File: config.mk
export PLATFORM = sky130hd
export DESIGN_NAME = spi_rx_buffer_flat
export DESIGN_NICKNAME = d
export VERILOG_FILES = /design/src/rtl/spi_rx_buffer_if.sv /design/src/rtl/spi_rx_buffer.sv /design/src/flat_wrapper.sv
export SDC_FILE = /design/constraint.sdc
export NUM_CORES = 1
export LEC_CHECK = 0
export CAP_MARGIN = 20
export CORE_MARGIN = 2
export CORE_UTILIZATION = 45
export DETAILED_ROUTE_END_ITERATION = 7
export GPL_TIMING_DRIVEN = 0
export HOLD_SLACK_MARGIN = 0.02
export PLACE_DENSITY = 0.75
export SLEW_MARGIN = 20
export SYNTH_ARGS = -nofsm -noshare
export SYNTH_HDL_FRONTEND = slang
export SYNTH_SLANG_ARGS = --single-unit
File: constraint.sdc
create_clock -name clk -period 8.2 [get_ports clk]
set_input_delay 1.64 -clock clk [delete_from_list [all_inputs] [get_ports clk]]
set_output_delay 1.64 -clock clk [all_outputs]
set_load 0.005 [all_outputs]
File: src/rtl/spi_rx_buffer_if.sv
// Bundle of the SPI-side capture inputs and the downstream byte stream/status.
// The master modport is the buffer itself; the slave modport is whoever feeds and drains it.
interface spi_rx_buffer_if #(
  parameter int DEPTH = 8
);
  localparam int CW = $clog2(DEPTH + 1);

  logic          spi_done;
  logic [7:0]    spi_data;
  logic          m_valid;
  logic [7:0]    m_data;
  logic          m_ready;
  logic [CW-1:0] count;
  logic          full;
  logic          empty;
  logic          overflow;
  logic          clr_overflow;

  modport master (
    input  spi_done, spi_data, m_ready, clr_overflow,
    output m_valid, m_data, count, full, empty, overflow
  );

  modport slave (
    output spi_done, spi_data, m_ready, clr_overflow,
    input  m_valid, m_data, count, full, empty, overflow
  );
endinterface

File: src/rtl/spi_rx_buffer.sv
// Synchronises the SPI slave's done level, captures one byte per done pulse into an
// FWFT FIFO and presents it on a valid/ready stream with occupancy and overflow status.
module spi_rx_buffer #(
  parameter int DEPTH       = 8,
  parameter int SYNC_STAGES = 2
) (
  input  logic         clk,
  input  logic         rst,
  spi_rx_buffer_if.master bus
);
  localparam int AW = $clog2(DEPTH);
  localparam int CW = $clog2(DEPTH + 1);

  logic [SYNC_STAGES-1:0] sync_q;
  logic [SYNC_STAGES-1:0] primed_q;
  logic                   ds;
  logic                   ds_prev;
  logic                   armed;
  logic                   push;
  logic                   pop;
  logic                   wr_en;
  logic [7:0]             mem [DEPTH];
  logic [AW-1:0]          wr_ptr;
  logic [AW-1:0]          rd_ptr;
  logic [CW-1:0]          cnt;
  logic                   ovf;
  logic                   full_i;
  logic                   empty_i;

  assign ds      = sync_q[SYNC_STAGES-1];
  assign full_i  = (cnt == CW'(DEPTH));
  assign empty_i = (cnt == '0);
  assign push    = ds & ~ds_prev & armed;
  assign pop     = ~empty_i & bus.m_ready;
  assign wr_en   = push & (~full_i | pop);

  // primed_q tracks which sync stages hold real post-reset samples, so the reset
  // zeros flushing out of the chain cannot arm capture of a done that never dropped.
  always_ff @(posedge clk) begin
    if (rst) begin
      sync_q   <= '0;
      primed_q <= '0;
      ds_prev  <= 1'b0;
      armed    <= 1'b0;
    end else begin
      sync_q   <= {sync_q[SYNC_STAGES-2:0], bus.spi_done};
      primed_q <= {primed_q[SYNC_STAGES-2:0], 1'b1};
      ds_prev  <= ds;
      armed    <= armed | (~ds & primed_q[SYNC_STAGES-1]);
    end
  end

  always_ff @(posedge clk) begin
    if (rst) begin
      wr_ptr <= '0;
      rd_ptr <= '0;
      cnt    <= '0;
      ovf    <= 1'b0;
    end else begin
      if (wr_en) wr_ptr <= wr_ptr + AW'(1);
      if (pop)   rd_ptr <= rd_ptr + AW'(1);
      case ({wr_en, pop})
        2'b10:   cnt <= cnt + CW'(1);
        2'b01:   cnt <= cnt - CW'(1);
        default: cnt <= cnt;
      endcase
      // A drop beats a simultaneous clear so no lost byte goes unreported.
      if (push & full_i & ~pop)  ovf <= 1'b1;
      else if (bus.clr_overflow) ovf <= 1'b0;
    end
  end

  always_ff @(posedge clk) begin
    if (wr_en) mem[wr_ptr] <= bus.spi_data;
  end

  assign bus.m_valid  = ~empty_i;
  assign bus.m_data   = mem[rd_ptr];
  assign bus.count    = cnt;
  assign bus.full     = full_i;
  assign bus.empty    = empty_i;
  assign bus.overflow = ovf;
endmodule

File: src/flat_wrapper.sv
// flat-port wrapper written by rule: the top's interface ports become plain ports
module spi_rx_buffer_flat 
#(
  parameter int DEPTH       = 8,
  parameter int SYNC_STAGES = 2
)
  (clk, rst, bus_spi_done, bus_spi_data, bus_m_ready, bus_clr_overflow, bus_m_valid, bus_m_data, bus_count, bus_full, bus_empty, bus_overflow);
  spi_rx_buffer_if #(.DEPTH(DEPTH)) bus_i ();
  input  logic clk;
  input  logic rst;
  input wire logic [$bits(bus_i.spi_done)-1:0] bus_spi_done;
  input wire logic [$bits(bus_i.spi_data)-1:0] bus_spi_data;
  input wire logic [$bits(bus_i.m_ready)-1:0] bus_m_ready;
  input wire logic [$bits(bus_i.clr_overflow)-1:0] bus_clr_overflow;
  output wire logic [$bits(bus_i.m_valid)-1:0] bus_m_valid;
  output wire logic [$bits(bus_i.m_data)-1:0] bus_m_data;
  output wire logic [$bits(bus_i.count)-1:0] bus_count;
  output wire logic [$bits(bus_i.full)-1:0] bus_full;
  output wire logic [$bits(bus_i.empty)-1:0] bus_empty;
  output wire logic [$bits(bus_i.overflow)-1:0] bus_overflow;
  assign bus_i.spi_done = bus_spi_done;
  assign bus_i.spi_data = bus_spi_data;
  assign bus_i.m_ready = bus_m_ready;
  assign bus_i.clr_overflow = bus_clr_overflow;
  assign bus_m_valid = bus_i.m_valid;
  assign bus_m_data = bus_i.m_data;
  assign bus_count = bus_i.count;
  assign bus_full = bus_i.full;
  assign bus_empty = bus_i.empty;
  assign bus_overflow = bus_i.overflow;
  spi_rx_buffer #(.DEPTH(DEPTH), .SYNC_STAGES(SYNC_STAGES)) u_core (.clk(clk), .rst(rst), .bus(bus_i));
endmodule
Yosys cells after proc, flatten, opt, wreduce, memory -nomap -nowiden --
Memories as Yosys holds them, arrays and structs flattened. A register that Yosys moved wholly into a read port is not among the register bits. Index checks and enable logic that the tools add are counted.
Storage, ports and cells: output and inout port bits 16, bits of input ports 13, bits in registers 17, logic and storage cells 42, memories 1, memory bits (writable) 64
Memories:
- u_core.mem | depth 8, width 8, read ports 1, clocked after memory_dff 1, write ports 1, line spi_rx_buffer.sv:22 | logic [7:0] mem [DEPTH];
Cells by class: $add $sub $neg 4, mux-type cells 8, bitwise operators 14, reductions and logical operators 3, equal/unequal tests 3
Operators with widths (count):
- $pmux W4 S2 | 1
- $and A1 B1 Y1 | 7
- $add A3 B1 Y3 const B | 2
- $mux W3 | 2
- $mux W1 | 5
- $not A1 Y1 | 5
- $add A4 B1 Y4 const B | 1
- $eq A4 B4 Y1 const B | 1
- $logic_not A4 Y1 | 1
- $reduce_bool A2 Y1 | 2
- $sub A4 B1 Y4 const B | 1
- $eq A2 B1 Y1 const B | 1
- $eq A2 B2 Y1 const B | 1
- $or A1 B1 Y1 | 2

Logic depth before layout (Yosys ltp) --
depth in word-level cells 7, mapped depth 11, mapped depth without buffers 10

Least setup slack after synthesis --
OpenSTA, ideal clock, no wires.
kind input to register, start input port bus_m_ready, end register u_core.cnt[3], in the netlist u_core.bus.count[3], buffers on the path 0, cell stages on the path 5, setup slack 4.915 ns, library setup time 0.121 ns, arrival 3.164 ns, required time 8.079 ns, cells stage by stage o21ai_4 -> ha_1 -> or3_2 -> o32ai_1 -> mux2_2
On the way: cells in the longest elaborated chain, start to end 5, elaborated cells between the ends (all ways) 7, classes of those cells eq/ne: 2; mux: 1; bitwise: 3; reduce/logical: 1
RTL lines:
- start, declared | line flat_wrapper.sv:13 | input wire logic [$bits(bus_i.m_ready)-1:0] bus_m_ready;
- $and A1 B1 Y1 * | line spi_rx_buffer.sv:34 | assign pop = ~empty_i & bus.m_ready;
- $or A1 B1 Y1 | line spi_rx_buffer.sv:35 | assign wr_en = push & (~full_i | pop);
- $and A1 B1 Y1 | line spi_rx_buffer.sv:35
- $eq A2 B1 Y1 or $eq A2 B2 Y1 (tied branches) | line spi_rx_buffer.sv:62 | case ({wr_en, pop})
- $pmux W4 S2 or $reduce_bool A2 Y1 (tied branches)
- end signal, assigned | line spi_rx_buffer.sv:63 | 2'b10: cnt <= cnt + CW'(1);
- end signal, assigned | line spi_rx_buffer.sv:64 | 2'b01: cnt <= cnt - CW'(1);
- end signal, assigned | line spi_rx_buffer.sv:65 | default: cnt <= cnt;
- end, declared | line spi_rx_buffer.sv:25 | logic [CW-1:0] cnt;
Mark *: on every way between the ends. The rest lies on a longest branch, timed or not. A chain may end at the register's enable or synchronous reset.

==> results.md <==
- RSZ-0062 raised after global routing: no
- Warnings, synthesis: 0
- Worst Hold Endpoint: u_core.primed_q[1]
- Worst EP required: 6.56 ns
- WS Path Type: reg2out
- Reg2Reg Depth: 6
- Synth-to-layout area growth: 18.32%
- Gpl congestion: 0.7214
- Leading cell type in the layout, fill and taps excluded: edfxtp_1
- Drt total wl: 5.792 mm
- Bufs and invs on worst path: 3
- Seq/Total Area, Yosys: 70.54%
- Maximum Capacitance Violations: 0
- Post-CTS setup buffers: 0
- Starting Density: 45.88%
- Initial antenna violation count: 0
- Static Leak: 1.295 nW
- Hold WS: 0.4491 ns
- Nets: 248
- Detailed Place HPWL: 3.743 mm
- Avg Cell Area, Syn: 17.33 um^2
- Total gr overflow: 0
- Fin. Hold Viols: 0
- DR iter-0 viols: 131
- Internal reg-to-reg setup slack: 5.40 ns
- Layout cells sized above 1: 24.26%
- Final Cycle Share: 51.28%
- Psw: 0.0001613 W
- Outcome: complete, no violations
- # port buffers: 27
- Slew Limit Fails: 0
- Root Driver: clkbuf_8
- Final ANT Viol Nets: 0
- Critical Path End Type: output port
- Core area: 7176 um^2
- Worst r2r dst: u_core.bus.count[3]
- Synth cell types: 32
- Die X: 89.53 um
- Drt wl/cell: 17.34 um
- Most frequent cells in the layout: 64 x edfxtp_1, 27 x clkdlybuf4s50_1, 20 x dfxtp_1
- DRC: 0
- Ant. Diodes: 0
- Worst-path fanout max: 10
- Register area: 2322 um^2
- Fmax: 0.2378 GHz
- Critical R2R Launch: u_core.bus.count[0]
- Combinational Power Share: 4.8%
- TritonCTS Buffers: 9
- Beginning of the worst hold path: u_core.primed_q[0]
- Pre-CTS WS: 4.094 ns
- TritonCTS clock tree: built
- Largest net degree at the start of global routing: 15
- Multi-input logic area: 925.9 um^2
- Critical Path Source Type: flop
- CTS sink cnt: 84
- Post-Route Skew: 0.01342 ns
- Die ar.: 8016 um^2
- Hold_buf cts: 0
- Post-synth net total: 208
- Worst Max-Slew Pin Slew: 0.9452 ns
- Vias per cell: 5.195
- First-pass DRT Iterations: 4
- HP Class: reg2reg
- Critical path's top delay family: buffers and inverters
- # resized after CTS: 0
- Fillers: 582
- Relative slew margins: 36.75%
- Reg clk slew, reported paths: 0.08 ns
- Tmin final: 4.205 ns
- Setup_tns: 0 ns
- Switching Share: 21.54%
- Synth Cell Area: 3292 um^2
- Worst EP arrival: 2.57 ns
- First-pass GRT wire length: 9.252 mm
- Top Ports: 29
- Slowest CP cell: buf_1
- Via count of the first global-routing pass: 1827
- Vias post-DR: 1735
- Maximum VDD drop: 77.14 uV
- Post-layout util: 54.28%
- WP depth: 5
- CP peak stage delay: 0.54 ns
- Die height: 89.53 um
- Setup violations, final: 0
- Max Root-Sink Buffers: 2
- Clock Power Share: 33.6%
- Synth Instances: 190
- Final setup margin: 3.995 ns
- Rows: 31
- Seq cells post-synth: 84
- Global-route usage over all layers: 16.11%
- H-tree Lvls: 3
- Power Density: 192.2 nW/um^2
- Worst Hold Depth: 1
- Sequential power share: 61.6%
- Worst path cell trace: clkbuf_2 > buf_1 > mux4_2 > mux2_2 > clkdlybuf4s50_1
- Non-Filler Instances: 334
- Placed cell count: 318
- Clock Latency Late Sink: 0.35 ns
- Internal power: 0.0005874 W
## worst max-delay path by stage
stage,start,end,slack [ns]
floorplan,bus_m_ready,u_core.bus.count[3],4.91
global placement,bus_m_ready,u_core.mem[0][1],3.78
detailed placement,bus_m_ready,u_core.bus.count[3],4.09
CTS,flop,bus_m_data[7],3.92
global route,flop,bus_m_data[6],3.85
finish,flop,bus_m_data[7],3.99
## area by class of cell
class / count / area share, %
timing repair buffer: 29 / 7.324
multi-input combinational: 92 / 23.77
clock buffer: 9 / 3.180
tap: 99 / 3.180
sequential: 84 / 59.62
buffer: 8 / 1.221
inverter: 6 / 0.5782
clock inverter: 7 / 1.124
## worst register-to-register path: stages, from the launching register on
cell     delay, ns
dfxtp_1       0.38
or4b_4        0.60
o21ai_4       0.33
ha_1          0.37
or3_2         0.49
o32ai_1       0.15
mux2_2        0.37
## cell usage after synthesis, drive strengths merged
| library cell | count | share of area (%) |
|---|---|---|
| mux4 | 16 | 11 |
| mux2i | 2 | 0.61 |
| a31oi | 1 | 0.19 |
| nor3 | 4 | 0.61 |
| edfxtp | 64 | 58 |
| nand2 | 3 | 0.34 |
| o32ai | 1 | 0.27 |
| o21ai | 3 | 0.80 |
| xor2 | 6 | 1.6 |
| nand2b | 2 | 0.38 |
| nand3 | 2 | 0.30 |
| inv | 6 | 0.68 |
| or4b | 1 | 0.42 |
| o211ai | 1 | 0.23 |
| dfxtp | 20 | 12 |
| or3 | 3 | 0.65 |
| and3b | 1 | 0.30 |
| nor4 | 1 | 0.19 |
| nor2b | 8 | 1.5 |
| clkbuf | 2 | 0.27 |
| mux2 | 9 | 3.1 |
| buf | 6 | 1.2 |
| nor2 | 15 | 1.7 |
| ha | 5 | 1.9 |
| a21oi | 7 | 1.1 |
| or4 | 1 | 0.23 |
## sequential cells by signal, indices dropped and copies added, names as in the netlist, named ones only
signal	cells
u_core.ds_prev	1
u_core.sync_q	2
u_core.rd_ptr	3
u_core.primed_q	2
u_core.armed	1
u_core.bus.overflow	1
u_core.wr_ptr	3
u_core.bus.count	4
u_core.mem	64
## power groups by stage
| stage | clock (W) | sequential, W | combinational, W |
|---|---|---|---|
| global placement | 0 | 0.000471 | 0.0000353 |
| floorplan | 0 | 0.000471 | 0.0000183 |
| global route | 0.000273 | 0.000462 | 0.0000401 |
| finish | 0.000251 | 0.000461 | 0.0000363 |
| CTS | 0.000258 | 0.000461 | 0.0000369 |
| detailed placement | 0 | 0.000471 | 0.0000367 |
## per-stage QoR
stage / total power [W] / area [um^2]
after floorplan: 0.0004889 / 3292
after CTS: 0.0007564 / 3895
after global placement: 0.0005061 / 3686
final: 0.0007487 / 3895
after detailed placement: 0.0005076 / 3727
after global routing: 0.0007751 / 3895
## cells by family (layout without fill, tap and decap cells)
| family | after synthesis | after routing | share of synthesized area (%) |
|---|---|---|---|
| and+or+nand+nor | 41 | 41 | 6.651 |
| DFF | 84 | 84 | 70.54 |
| adders and majority gates | 5 | 5 | 1.900 |
| xor gates and xnor gates | 6 | 6 | 1.596 |
| buffers and inverters | 14 | 59 | 2.128 |
| muxes | 27 | 27 | 14.63 |
| AOI/OAI and AO/OA | 13 | 13 | 2.547 |
## per-layer routing
metal	global-route usage (%)	share of wire, %
met3	2.955	3.4
met4	7.327	1.7
met1	20.37	45
met2	27.07	50
met5	0	0
Note: power is estimated with default switching activity, not from simulation.
